==> src/rtl/fetch_stage.sv <==
// Fetch stage plus F/D pipeline register for the 5-stage RV32I core.
//
// Owns the fetch PC and presents it as the address of a zero-latency instruction
// memory. The returned word is latched into the D stage on the next rising edge.
// The X-stage control unit can hold the stage (stall) or redirect it (pc_sel).
//
// Ports:
//   clock      - core clock; all state updates on the rising edge
//   reset      - synchronous, active-high
//   stall      - load-use hold from X; F and D keep their contents
//   pc_sel     - redirect taken in X (taken branch, JAL, JALR)
//   br_target  - redirect target; bit 0 is cleared before use
//   imem_addr  - instruction memory address (equal to f_pc)
//   imem_data  - instruction word at imem_addr, valid in the same cycle
//   f_pc       - current fetch PC
//   d_pc       - PC of the instruction held in D
//   d_insn     - instruction held in D
//   d_valid    - D holds a real instruction, not a bubble
//   x_flush    - D/X register loads a NOP on the next edge
//   x_bubble   - D/X register inserts a NOP on the next edge; upstream holds
//   perf_*     - cycle/stall/flush counters, present only with
//                FETCH_PERF_COUNTERS_EN defined
//
// Optional feature macro: FETCH_PERF_COUNTERS_EN

module fetch_stage #(
  parameter int unsigned     XLEN     = 32,
  parameter logic [XLEN-1:0] RESET_PC = 32'h0100_0000,
  parameter logic [31:0]     NOP_INSN = 32'h0000_0013
) (
  input  logic            clock,
  input  logic            reset,
  input  logic            stall,
  input  logic            pc_sel,
  input  logic [XLEN-1:0] br_target,
  output logic [XLEN-1:0] imem_addr,
  input  logic [31:0]     imem_data,
  output logic [XLEN-1:0] f_pc,
  output logic [XLEN-1:0] d_pc,
  output logic [31:0]     d_insn,
  output logic            d_valid,
  output logic            x_flush,
`ifdef FETCH_PERF_COUNTERS_EN
  output logic            x_bubble,
  output logic [31:0]     perf_cycles,
  output logic [31:0]     perf_stalls,
  output logic [31:0]     perf_flushes
`else
  output logic            x_bubble
`endif
);

  typedef enum logic {StBoot, StRun} state_e;

  state_e          state_q, state_d;
  logic [XLEN-1:0] f_pc_q, f_pc_d;
  logic [XLEN-1:0] d_pc_q, d_pc_d;
  logic [31:0]     d_insn_q, d_insn_d;
  logic            d_valid_q, d_valid_d;
  logic [XLEN-1:0] redirect_pc;
  logic            run;

  assign run         = (state_q == StRun);
  // Instructions are at least halfword aligned; drop bit 0 of the JALR-style target.
  assign redirect_pc = br_target & ~XLEN'(1);

  assign imem_addr = f_pc_q;
  assign f_pc      = f_pc_q;
  assign d_pc      = d_pc_q;
  assign d_insn    = d_insn_q;
  assign d_valid   = d_valid_q;
  // Kills the wrong-path instruction currently in D as it moves into X.
  assign x_flush   = pc_sel & run;
  assign x_bubble  = stall & ~pc_sel & run;

  always_comb begin
    state_d   = StRun;
    f_pc_d    = f_pc_q;
    d_pc_d    = d_pc_q;
    d_insn_d  = d_insn_q;
    d_valid_d = d_valid_q;
    if (run) begin
      if (pc_sel) begin
        // Redirect beats stall: the stalled instruction is on the wrong path anyway.
        f_pc_d    = redirect_pc;
        d_pc_d    = redirect_pc;
        d_insn_d  = NOP_INSN;
        d_valid_d = 1'b0;
      end else if (!stall) begin
        f_pc_d    = f_pc_q + XLEN'(4);
        d_pc_d    = f_pc_q;
        d_insn_d  = imem_data;
        d_valid_d = 1'b1;
      end
    end
  end

  always_ff @(posedge clock) begin
    if (reset) begin
      state_q   <= StBoot;
      f_pc_q    <= RESET_PC;
      d_pc_q    <= RESET_PC;
      d_insn_q  <= NOP_INSN;
      d_valid_q <= 1'b0;
    end else begin
      state_q   <= state_d;
      f_pc_q    <= f_pc_d;
      d_pc_q    <= d_pc_d;
      d_insn_q  <= d_insn_d;
      d_valid_q <= d_valid_d;
    end
  end

`ifdef FETCH_PERF_COUNTERS_EN
  logic [31:0] cycles_q, stalls_q, flushes_q;

  // Counters stick at all-ones rather than wrapping.
  function automatic logic [31:0] sat_inc(input logic [31:0] v, input logic en);
    return (en && v != 32'hFFFF_FFFF) ? v + 32'd1 : v;
  endfunction

  always_ff @(posedge clock) begin
    if (reset) begin
      cycles_q  <= '0;
      stalls_q  <= '0;
      flushes_q <= '0;
    end else begin
      cycles_q  <= sat_inc(cycles_q, run);
      stalls_q  <= sat_inc(stalls_q, x_bubble);
      flushes_q <= sat_inc(flushes_q, x_flush);
    end
  end

  assign perf_cycles  = cycles_q;
  assign perf_stalls  = stalls_q;
  assign perf_flushes = flushes_q;
`endif

endmodule

==> config.mk <==
export PLATFORM = sky130hd
export DESIGN_NAME = fetch_stage
export DESIGN_NICKNAME = d
export VERILOG_FILES = /design/src/rtl/fetch_stage.sv
export SDC_FILE = /design/constraint.sdc
export NUM_CORES = 1
export LEC_CHECK = 0
export CAP_MARGIN = 25
export CORE_UTILIZATION = 40
export CTS_BUF_LIST = sky130_fd_sc_hd__clkbuf_8 sky130_fd_sc_hd__clkbuf_16
export DETAILED_ROUTE_END_ITERATION = 8
export PLACE_DENSITY = 0.86
export SLEW_MARGIN = 20
export SYNTH_ARGS = -nofsm -noshare
export SYNTH_HDL_FRONTEND = slang
export SYNTH_SLANG_ARGS = --single-unit
==> constraint.sdc <==
create_clock -name clock -period 2.8 [get_ports clock]
set_input_delay 0.56 -clock clock [delete_from_list [all_inputs] [get_ports clock]]
set_output_delay 0.56 -clock clock [all_outputs]
set_load 0.005 [all_outputs]
# Yosys cells after proc, flatten, opt, wreduce, memory -nomap -nowiden
# Index checks and enable logic that the tools add are counted.
[classes]
muxes = 9
bitwise = 4
eq_ne = 1
n_reduce_logical = 1
n_addsub = 1
[ops]
columns = ["cell", "n"]
rows = [
  ["32-bit 2-to-1 mux", 6],
  ["32-bit by 3-bit adder with 32-bit output (second input constant)", 1],
  ["1-bit AND", 3],
  ["1-bit 2-to-1 mux", 3],
  ["2-bit by 1-bit != test with 1-bit output (second input constant)", 1],
  ["2-bit AND reduction", 1],
  ["1-bit inverter", 1],
]
[totals]
reg_bits = 98
in_bits = 68
elab_cells = 21

# Depth between registers and ports, before layout
[depth]
depth_word = 3
depth_mapped = 7
ltp_nobuf = 6

# Worst setup path after synthesis
# No wires, ideal clock.
[synth_path]
kind = "flip-flop to flip-flop"
from = "register f_pc_q[2] (netlist: f_pc[2])"
to = "register f_pc_q[26] (netlist: f_pc[26])"
period_less_slack_ns = 2.083
slack_ns = 0.717
path_buffers = 1
stages_incl_launch_ff = 8
setup_ns = 0.132
arrival_ns = 1.951
t_required_ns = 2.668
cell_sequence = "dfxtp_1 ha_1 nand3_1 or4_1 clkbuf_1 o31a_1 o21ai_0 a21oi_1"
[synth_between]
elab_chain_len = 3
[synth_lines]
columns = ["item", "line_no", "source"]
rows = [
  ["from (decl)", "56", "logic [XLEN-1:0] f_pc_q, f_pc_d;"],
  ["from (signal assigned)", "107", "f_pc_q <= f_pc_d;"],
  ["32-bit by 3-bit adder with 32-bit output", "90", "f_pc_d = f_pc_q + XLEN'(4);"],
  ["32-bit 2-to-1 mux", "89", "end else if (!stall) begin"],
  ["32-bit 2-to-1 mux", "83", "if (pc_sel) begin"],
]
# Every way passes these cells. The select of a mux whose other input is x is not followed.
# A chain may end at the register's enable or synchronous reset.

# Worst setup path after layout
[layout_path]
from = "register f_pc_q[3] (netlist: f_pc[3])"
to = "register f_pc_q[28] (netlist: f_pc[28])"
# The elaborated chain is that of the path after synthesis.

==> results.yml <==
status:
  outcome: "complete, no violations"
floorplan:
  initial_utilization: 0.418
  row_count: 38
  core_area_um2: 11100
  die_y_um: 110
  io_pins: 199
  dieWidth_um: 110
  dieArea_um2: 12000
yosys:
  yosysUniqueCellTypes: 60
  yosys.cell_count.top_type: "dfxtp_1"
  synth_flop_cell: "dfxtp_1"
  yosys_warnings: 0
  synth_top_area_frac: 0.419
  synth_top_area_cell: "dfxtp_1"
  synthArstFlopShare: 0
  synth_area_per_cell_um2: 8.31
  synth_seq_cells: 97
  synth_edf_count: 0
  ys_seq_area_frac: 0.419
  yosys-top-cells-area: "dfxtp_1 42%, a22oi_1 5.5%, buf_4 5.3%"
  synth_common_cells: "97 x dfxtp_1, 62 x nor2_1, 48 x o21ai_0, 47 x nand2_1, 38 x clkbuf_1"
  netlist_area_um2: 4630
  synthCells: 558
sta:
  tightest_slew_ns: 0.789
  slew_headroom: 0.474
  hold_viol_final: 0
  fin_crit_sh: 0.868
  maxSlewViolCount: 0
  rsz0062_at_grt: "no"
  skew_ns: 0.0129
  fmax_ghz: 0.412
  min_period_ns: 2.43
  fin_setup_tns_ns: 0
  setup_viol: 0
cts:
  cts_setup_buffers: 0
  cts_tree: "yes"
  ctsResizeCount: 0
  cts_inserted_buffers: 9
  h-tree-depth: 3
  clock_sinks: 97
  cts-root-buf: "clkbuf_16"
  clock_path_buffers: 2
  clkLatencyLatePin_ns: 0.34
  postCtsHoldBufs: 0
  clk_pin_slew_worst_paths_ns: 0.08
global_route:
  grt_pass1_wl_um: 24300
  grt_overflow: 0
  grtUsageTotal: 0.259
  grt_pass1_vias: 4850
  antenna_found_initial: 0
  grt_max_degree: 71
power:
  clkPwrFrac: 0.371
  internal_power_uw: 2510
  p_seq_frac: 0.452
  combPwrFrac: 0.177
  vdd_drop_max_v: 0.000470
  power_switching_share: 0.259
  p_sw_uw: 875
  leakage_uw: 0.00239
  power.density_nw_per_um2: 499
critical_path:
  slowest_stage: "or4_1"
  cp_max_fo: 8
  worstSetupPathType: "flip-flop to flip-flop"
  start_kind: "flip-flop"
  critPathArrivalTime_ns: 2.62
  worstPathRequired_ns: 2.99
  cp-end-kind: "flip-flop"
  max_stage_delay_ns: 0.72
  crit_chain: "ha_1 -> nand3_1 -> or4_1 -> o31a_1 -> o21ai_0 -> a21oi_1"
place:
  numPortBuffers: 195
  place_hpwl_um: 11100
  gp_congestion: 0.859
route:
  wl_um: 15600
  via_per_inst: 5.86
  vias: 4978
  drt-wirelength-per-cell_um: 18.3
  drc_errors: 0
  drt_pass1_iterations: 5
  drt_iter0_drc: 395
  postRouteAntennaNets: 0
finish:
  seq_area_um2: 1940
  n_antenna_cell: 0
  drive_gt1_frac: 0.0746
  final_util: 0.612
  fill_cells: 950
  area_delta_synth_final_pct: 46.2
  final_net_count: 775
  multiInputGateArea_um2: 2230
flow_run:
  max_cap_violations: 0
min_path:
  hp-class: "flip-flop to flip-flop"
[final timing paths]
check                                     startpoint                     to  slack, ns  cells past startpoint
worst max-delay path            f_pc[3]$_SDFFE_PP0P_  f_pc[28]$_SDFFE_PP0P_       0.37                      6
worst min-delay path            d_pc[0]$_SDFFE_PP0P_   d_pc[0]$_SDFFE_PP0P_       0.49                      1
worst max register to register  f_pc[3]$_SDFFE_PP0P_  f_pc[28]$_SDFFE_PP0P_       0.37                      6
worst min register to register  d_pc[0]$_SDFFE_PP0P_   d_pc[0]$_SDFFE_PP0P_       0.49                      1
[stage by stage]
step | worst slack [ns] | hold WS, ns | total power (µW) | instances | cell area [µm²]
detailed placement | 0.366 | 0.468 | 2150 | 835 | 6480
global placement | 0.452 | 0.475 | 2130 | 835 | 6480
global route | 0.264 | 0.497 | 3500 | 850 | 6780
CTS | 0.422 | 0.486 | 3390 | 850 | 6780
floorplan | 0.717 | 0.474 | 1800 | 559 | 4640
finish | 0.370 | 0.487 | 3380 | 850 | 6780
[cells by family (layout without fill, tap and decap cells)]
logic type	Yosys count	after routing	share of synthesized area
buf+inv	85	236	0.0999
simple gates	191	191	0.208
compound gates	171	171	0.245
other cells	1	2	0.000809
fa+ha+maj	1	1	0.00270
xor+xnor	5	5	0.00945
mux	7	7	0.0151
flops	97	97	0.419
[layer usage]
layer  vias to the layer above  share of wire  routed length [µm]  track usage
li1                       2315              -                   -            -
met4                         0          0.021                 333        0.101
met1                      2340           0.41                6370        0.323
met5                         -              0                   0            0
met2                       291           0.49                7590        0.430
met3                        32          0.083                1290       0.0599
[state kept, by name, indices dropped and copies added (netlist names)]
register	cells
d_valid	1
run	1
d_pc	32
d_insn	32
f_pc	31
[cell usage in the layout (no fill, tap or decap), types with 13 or more instances in the layout]
cell type          n
nor2_1            62
a22oi_1           34
nand2_1           47
clkdlybuf4s50_1  193
o21ai_0           48
a21oi_1           28
buf_4             20
nand3_1           13
dfxtp_1           97
or3_1             13
[power by group through the flow]
stage	Combinational (µW)	Sequential (µW)	Clock, µW
after floorplan	252	1550	0
after global placement	575	1550	0
after detailed placement	591	1560	0
after CTS	595	1530	1270
after global routing	644	1540	1320
final	597	1530	1250
[cell type report]
type                    instances  share of cell area
clock inverters                 5             0.00831
inverters                       5             0.00277
repair buffers                216               0.312
flip-flops and latches         97               0.287
multi-input cells             377               0.330
well taps                     140              0.0258
clock buffers                  10              0.0353
[worst max-delay path, delay by kind of cell (launching register included)]
| family | cells | cell delay [ns] |
|---|---|---|
| adder cells (fa/ha/maj) | 1 | 0.24 |
| AO/OA/AOI/OAI | 3 | 0.63 |
| AND/OR/NAND/NOR | 2 | 0.93 |
| flip-flops | 1 | 0.47 |
(Power assumes the default switching activity.)
